===== src/rtl/status_cond_unit.sv =====
// NZCV status register and ARM condition evaluator for the ID stage.
// Also supplies the ALU carry-in and a stall while flag-setters are still in flight.
module status_cond_unit #(
  parameter int BYPASS = 1,
  parameter int PEND_W = 2
) (
  input  logic              clk,
  input  logic              rst,
  input  logic              freeze,
  input  logic              flush,
  input  logic              id_issue,
  input  logic              id_s,
  input  logic [3:0]        cond,
  input  logic              exe_s,
  input  logic [3:0]        status_bits,
  output logic [3:0]        sr,
  output logic              carry,
  output logic              cond_pass,
  output logic              flag_stall,
  output logic [PEND_W-1:0] pending
);

  localparam logic BYP = (BYPASS != 0);

  typedef enum logic [3:0] {
    C_EQ = 4'b0000, C_NE = 4'b0001, C_CS = 4'b0010, C_CC = 4'b0011,
    C_MI = 4'b0100, C_PL = 4'b0101, C_VS = 4'b0110, C_VC = 4'b0111,
    C_HI = 4'b1000, C_LS = 4'b1001, C_GE = 4'b1010, C_LT = 4'b1011,
    C_GT = 4'b1100, C_LE = 4'b1101, C_AL = 4'b1110, C_NV = 4'b1111
  } cond_e;

  logic              inc;
  logic              use_byp;
  logic [3:0]        ef;
  logic              f_z, f_c, f_n, f_v;
  logic [PEND_W-1:0] pend_eff;

  assign inc = id_issue & id_s;

  always_ff @(posedge clk or posedge rst) begin
    if (rst) begin
      sr      <= '0;
      pending <= '0;
    end else if (!freeze) begin
      if (exe_s)
        sr <= status_bits;
      if (flush)
        pending <= '0;
      else if (inc && !exe_s && pending != '1)
        pending <= pending + PEND_W'(1);
      else if (!inc && exe_s && pending != '0)
        pending <= pending - PEND_W'(1);
    end
  end

  assign use_byp = BYP & exe_s;
  assign ef      = use_byp ? status_bits : sr;
  assign f_z     = ef[3];
  assign f_c     = ef[2];
  assign f_n     = ef[1];
  assign f_v     = ef[0];
  assign carry   = f_c;

  // A flag-setter at the ALU this cycle is already visible through the bypass.
  assign pend_eff = (use_byp && pending != '0) ? pending - PEND_W'(1) : pending;

  always_comb begin
    cond_pass = 1'b0;
    case (cond_e'(cond))
      C_EQ: cond_pass = f_z;
      C_NE: cond_pass = !f_z;
      C_CS: cond_pass = f_c;
      C_CC: cond_pass = !f_c;
      C_MI: cond_pass = f_n;
      C_PL: cond_pass = !f_n;
      C_VS: cond_pass = f_v;
      C_VC: cond_pass = !f_v;
      C_HI: cond_pass = f_c & !f_z;
      C_LS: cond_pass = !f_c | f_z;
      C_GE: cond_pass = (f_n == f_v);
      C_LT: cond_pass = (f_n != f_v);
      C_GT: cond_pass = !f_z & (f_n == f_v);
      C_LE: cond_pass = f_z | (f_n != f_v);
      C_AL: cond_pass = 1'b1;
      C_NV: cond_pass = 1'b0;
      default: cond_pass = 1'b0;
    endcase
  end

  assign flag_stall = (cond != C_AL) && (cond != C_NV) && (pend_eff != '0);

endmodule


===== config.mk =====
export PLATFORM = sky130hd
export DESIGN_NAME = status_cond_unit
export DESIGN_NICKNAME = d
export VERILOG_FILES = /design/src/rtl/status_cond_unit.sv
export SDC_FILE = /design/constraint.sdc
export NUM_CORES = 1
export LEC_CHECK = 0
export ABC_AREA = 1
export BUFFER_PORTS_ARGS = -buffer_cell sky130_fd_sc_hd__buf_2
export CAP_MARGIN = 20
export CORE_ASPECT_RATIO = 1.1
export CORE_MARGIN = 4
export CORE_UTILIZATION = 45
export CTS_BUF_LIST = sky130_fd_sc_hd__clkbuf_8 sky130_fd_sc_hd__clkbuf_16
export DETAILED_ROUTE_END_ITERATION = 16
export GPL_ROUTABILITY_DRIVEN = 0
export PLACE_DENSITY = 0.74
export SLEW_MARGIN = 10
export SYNTH_ARGS = -nofsm -noshare
export SYNTH_HDL_FRONTEND = slang
export SYNTH_SLANG_ARGS = --single-unit

===== constraint.sdc =====
create_clock -name clk -period 1.5 [get_ports clk]
set_clock_uncertainty 0.1 [all_clocks]
set_input_delay 0.225 -clock clk [delete_from_list [all_inputs] [get_ports clk]]
set_output_delay 0.225 -clock clk [all_outputs]
set_load 0.01 [all_outputs]

==> impl_metrics.tcl, run 1 <==
set metrics [dict create \
    synth_top_cells_by_area "nand2_1, dfrtp_1, inv_1" \
    use_met3_pct 3.70 \
    reg2reg_depth 9 \
    fmax_ghz 0.596 \
    worstMarginPinSlew_ns 0.218 \
    htree_levels 1 \
    whs_ns 0.213 \
    drc_errors 0 \
    drv_slew 0 \
    setup_viol 2 \
    drt_iter0_drc 5 \
    met1_usage_pct 23.9 \
    period_minus_slack_ns 1.68 \
    maxSlewHeadroom_pct 85.5 \
    status "finished with violations" \
    cp-start-kind "register" \
    cts_buffers 3 \
    hpwl_um 1360 \
    grt_max_degree 12 \
    stdcell_count 184 \
    cp_data_arrival_time_ns 1.35 \
    finalCritPeriodShare_pct 112 \
    p_leak_nw 0.634 \
    worst_slack_ns -0.177 \
    gr-total-overflow 0 \
    violations "negative setup slack" \
    drive_above_1_share_pct 46.4 \
    cts-root-buf "clkbuf_8" \
    dp_slack_ns -0.0737 \
    grt_pass1_wl_um 3330 \
    synthCells 120 \
    hold_violations 0 \
    hp-class "in2reg" \
    final_nets 186 \
    antennaDiodeCount 0 \
    required_ns 1.17 \
    power_mw 1.07 \
    fin_util_pct 78.9 \
    ys_seq_area_share_pct 22.6 \
    grt_use_met2_pct 34.2 \
    synth_cell_type_count 21 \
    power_density_nw_per_um2 977 \
    first_global_vias 817 \
    dpl_cell_area_um2 853 \
    clock_sinks 6 \
    numPortBuffers 23 \
    cts.clk_slew.worst_paths_ns 0.04 \
    maxCapViolCount 0 \
    yosysTopAreaCell "nand2_1" \
    crit_fanout 3 \
    crit_type "reg2out" \
    setup-tns-final_ns -0.348 \
    clockBufferDepth 2 \
    grt-busiest-layer "met2" \
    yosys_warnings 0 \
    clk_latency_ns 0.22 \
    fin_area_um2 1090 \
    endpoint_kind "output pin" \
    rows 14 \
    vdd_drop_max_v 0.000785 \
    totalWireLength_um 2110 \
    rsz0062_at_grt "true" \
    num_vias 875 \
    wl_per_cell_um 11.5 \
    yosys_register_bits 6 \
    synth_top_cell_area_share_pct 28.2 \
    cts_tree "done" \
    initial_utilization_pct 48.1 \
    die_y_um 48.3 \
    dp.cells 165 \
    die_w_um 44.7 \
    core-area_um2 1380 \
    ios 24 \
    area_growth_pct 64.1 \
    antenna_found_initial 0 \
    grtUsageTotal_pct 20.4 \
    syn_avg_cell_area_um2 5.55 \
    firstDrtPassIters 2 \
    netlist_area_um2 666 \
    via_per_inst 4.76 \
    die_area_um2 2160 \
    antenna_left 0 \
    min_path_cells 2 \
    synth_fp_nets 137 \
]
## Yosys cell counts
master,count
or3_1,1
o21ai_0,4
dfrtp_1,6
nor2_2,1
nand3_1,3
nor2_1,16
nand3b_1,1
o22ai_1,1
ha_1,2
o21ai_1,1
nand4_1,1
buf_1,1
nor3_1,1
inv_2,1
nand2_1,50
nand2_2,5
xnor2_1,1
inv_1,19
o21ai_2,3
buf_6,1
a311oi_1,1
## layout make-up
cell class              instances  area (µm²)
clock inverters                 1        3.75
clock buffers                   3        41.3
repair buffers                 46         298
fillers                        93         292
well taps                      16        20.0
inverters                      20        75.1
flip-flops and latches          6         151
multi-input cells              92         503
## registers in the layout, indices dropped and copies added (netlist names)
register / count
sr: 4
pending: 2
## repair_timing
action                     4_1_cts  5_1_grt
gates resized for setup         12       12
setup buffers                    8        6
setup endpoints to repair        2        4
hold buffers                     1        0
hold endpoints to repair         6        0
pin swaps                        9       14
## cell usage in the layout (no fill, tap or decap)
cell	count
buf_4	20
o22ai_2	1
nand2_2	11
o21ai_2	4
a311oi_2	1
clkbuf_8	3
nand3b_1	1
nor2_1	16
nand4_1	1
inv_2	7
dlygate4sd3_1	1
nand3_1	2
or3_1	1
nor2_4	1
buf_6	2
nor3_4	1
dfrtp_1	5
o21ai_0	4
nand3_2	1
ha_4	2
xnor2_1	1
inv_1	14
dfrtp_2	1
nand2_1	44
buf_2	23
## logic make-up after synthesis
kind of cell	after synthesis	share of synthesized area (%)
simple gates	79	48.9
buf+inv	22	13.5
compound gates	10	9.96
flops	6	22.6
fa+ha+maj	2	3.76
xor+xnor	1	1.32
## per-layer routing
metal | routed length (µm) | vias up
met3 | 44 | 2
met2 | 1120 | 18
li1 | - | 463
met1 | 921 | 392
met5 | 0 | -
met4 | 22 | 0
## critical path, cell delays in order (launching register included)
cell and delay [ns]:
dfrtp_1 0.35, inv_2 0.06, ha_4 0.16, nor2_4 0.16
nor3_4 0.05, a311oi_2 0.17, buf_2 0.17
## power breakdown
| part | switching [mW] | internal [mW] |
|---|---|---|
| clock network | 0.0688 | 0.176 |
| logic | 0.302 | 0.306 |
| registers | 0.0219 | 0.193 |
| total | 0.392 | 0.675 |
## final timing paths
check                      startpoint         end  slack (ns)
max                        pending[1]  flag_stall       -0.18
min                            freeze       sr[1]        0.21
max reg2reg                pending[1]  pending[0]        0.01
min reg2reg                     sr[3]       sr[3]        0.52
max in group asynchronous         rst  pending[0]        0.74
min in group asynchronous         rst  pending[1]        0.36
Power figures use the tool's default switching activity.
==> run 2, diff against run 1 <==
==> constraint.sdc (replaced) <==
create_clock -name clk -period 1.5 [get_ports clk]
set_clock_uncertainty 0.1 [all_clocks]
set_input_delay 0.375 -clock clk [delete_from_list [all_inputs] [get_ports clk]]
set_output_delay 0.375 -clock clk [all_outputs]
set_load 0.01 [all_outputs]
==> impl_metrics.tcl, run 2 (synthesis gave the netlist of run 1 again) <==
set metrics [dict create \
    status "finished with violations" \
    violations "negative setup slack" \
    drv_slew 0 \
    die_area_um2 2160 \
    hpwl_um 1510 \
    hp-class "in2reg" \
    via_per_inst 5.20 \
    r2r-end "pending[1]" \
    drc_errors 0 \
    grtUsageTotal_pct 22.7 \
    crit-reg2reg-launch "pending[0]" \
    die_y_um 48.3 \
    dpl_cell_area_um2 971 \
    clk_latency_ns 0.22 \
    maxSlewHeadroom_pct 85.0 \
    cp-start-kind "register" \
    setup_viol 3 \
    largest-register "sr" \
    cts-root-buf "clkbuf_8" \
    wl_per_cell_um 14.5 \
    cts_tree "done" \
    p_leak_nw 0.697 \
    htree_levels 1 \
    clockBufferDepth 2 \
    grt_max_degree 10 \
    gr-total-overflow 0 \
    crit_fanout 3 \
    grt_pass1_wl_um 3850 \
    num_vias 988 \
    antenna_left 0 \
    endpoint_kind "output pin" \
    totalWireLength_um 2760 \
    min_path_cells 2 \
    drt_iter0_drc 33 \
    stdcell_count 190 \
    crit_type "reg2out" \
    cp_data_arrival_time_ns 1.43 \
    period_minus_slack_ns 1.91 \
    largestRegisters "sr (4), pending (2)" \
    r2r_setup_slack_ns -0.02 \
    reg2reg_depth 7 \
    largest_reg_flops 4 \
    worst_slack_ns -0.410 \
    required_ns 1.02 \
    first_global_vias 944 \
    vdd_drop_max_v 0.000876 \
    clock_sinks 6 \
    min_from "freeze" \
    power_density_nw_per_um2 941 \
    final_nets 192 \
    worstMarginPinSlew_ns 0.225 \
    fin_area_um2 1230 \
    cts_buffers 3 \
    dp.cells 176 \
    rows 14 \
    die_w_um 44.7 \
    rsz0062_at_grt "true" \
    core-area_um2 1380 \
    mostFrequentLayoutCells "nand2_1, buf_4, buf_2" \
    hold_end "sr[3]" \
    firstDrtPassIters 4 \
    maxCapViolCount 0 \
    mostFrequentLayoutCell "nand2_1" \
    fmax_ghz 0.524 \
    antennaDiodeCount 0 \
    antenna_found_initial 0 \
    hold_violations 0 \
    initial_utilization_pct 48.1 \
    drive_above_1_share_pct 54.0 \
    area_growth_pct 84.6 \
    whs_ns 0.366 \
    finalCritPeriodShare_pct 127 \
    ios 24 \
    numPortBuffers 23 \
    startpoint "sr[1]" \
    cts.clk_slew.worst_paths_ns 0.04 \
]
==> run 2: cell count changes in the layout (fill, tap and decap cells not counted), sizes merged <==
cell,before,now
buf,45,51
==> run 2: final cells by class <==
cell class              instances  area (µm²)
clock inverters                 1        3.75
well taps                      16        20.0
multi-input cells              92         569
clock buffers                   3        41.3
flip-flops and latches          6         151
fillers                        72         155
inverters                      20        75.1
repair buffers                 52         368
==> run 2: critical path, stage by stage (launching register included) <==
cell	delay (ns)
dfrtp_1	0.39
inv_2	0.10
nand2_2	0.08
nand2_4	0.09
nand2_4	0.06
nand3_2	0.07
nand2_1	0.07
nor2_1	0.10
nand4_1	0.10
buf_2	0.15
==> run 2: what timing repair did <==
action | in CTS | in global routing
gates resized for setup | 16 | 21
hold buffers | 1 | 0
endpoints found under the hold margin | 6 | 0
endpoints found under the setup margin | 5 | 5
setup buffers | 5 | 7
pin swaps | 20 | 17
==> run 2: how the worst max path moves through the flow <==
stage	endpoint	slack (ns)	cells after the start
2_1_floorplan	flag_stall	-0.11	5
3_3_place_gp	cond_pass	-0.32	11
3_5_place_dp	cond_pass	-0.35	11
4_1_cts	cond_pass	-0.32	9
5_1_grt	cond_pass	-0.55	9
6_report	cond_pass	-0.41	9
==> run 2: per-stage QoR <==
stage | setup TNS [ns] | total power [mW] | util, % | setup slack (ns)
floorplan | -0.144 | 0.478 | - | -0.109
global placement | -0.473 | 0.684 | 70.2 | -0.320
detailed placement | -0.539 | 0.695 | 70.2 | -0.353
CTS | -0.608 | 1.03 | 80.8 | -0.318
global route | -1.01 | 1.24 | 88.8 | -0.550
finish | -0.741 | 1.16 | 88.8 | -0.410
==> run 2: report_power, final <==
| part | switching, mW | internal, mW | leakage [nW] |
|---|---|---|---|
| sequential | 0.0234 | 0.193 | 0.0726 |
| clock | 0.0705 | 0.176 | 0.0269 |
| combinational | 0.348 | 0.346 | 0.598 |
| total | 0.442 | 0.715 | 0.697 |
==> run 2: routing by layer <==
metal / global-route usage (%) / vias up / share of wire, %
met5: 0 / - / 0
met4: 7.54 / 0 / 2.9
met3: 3.33 / 10 / 6.4
met2: 36.6 / 57 / 48
met1: 30.1 / 451 / 42
li1: - / 470 / -
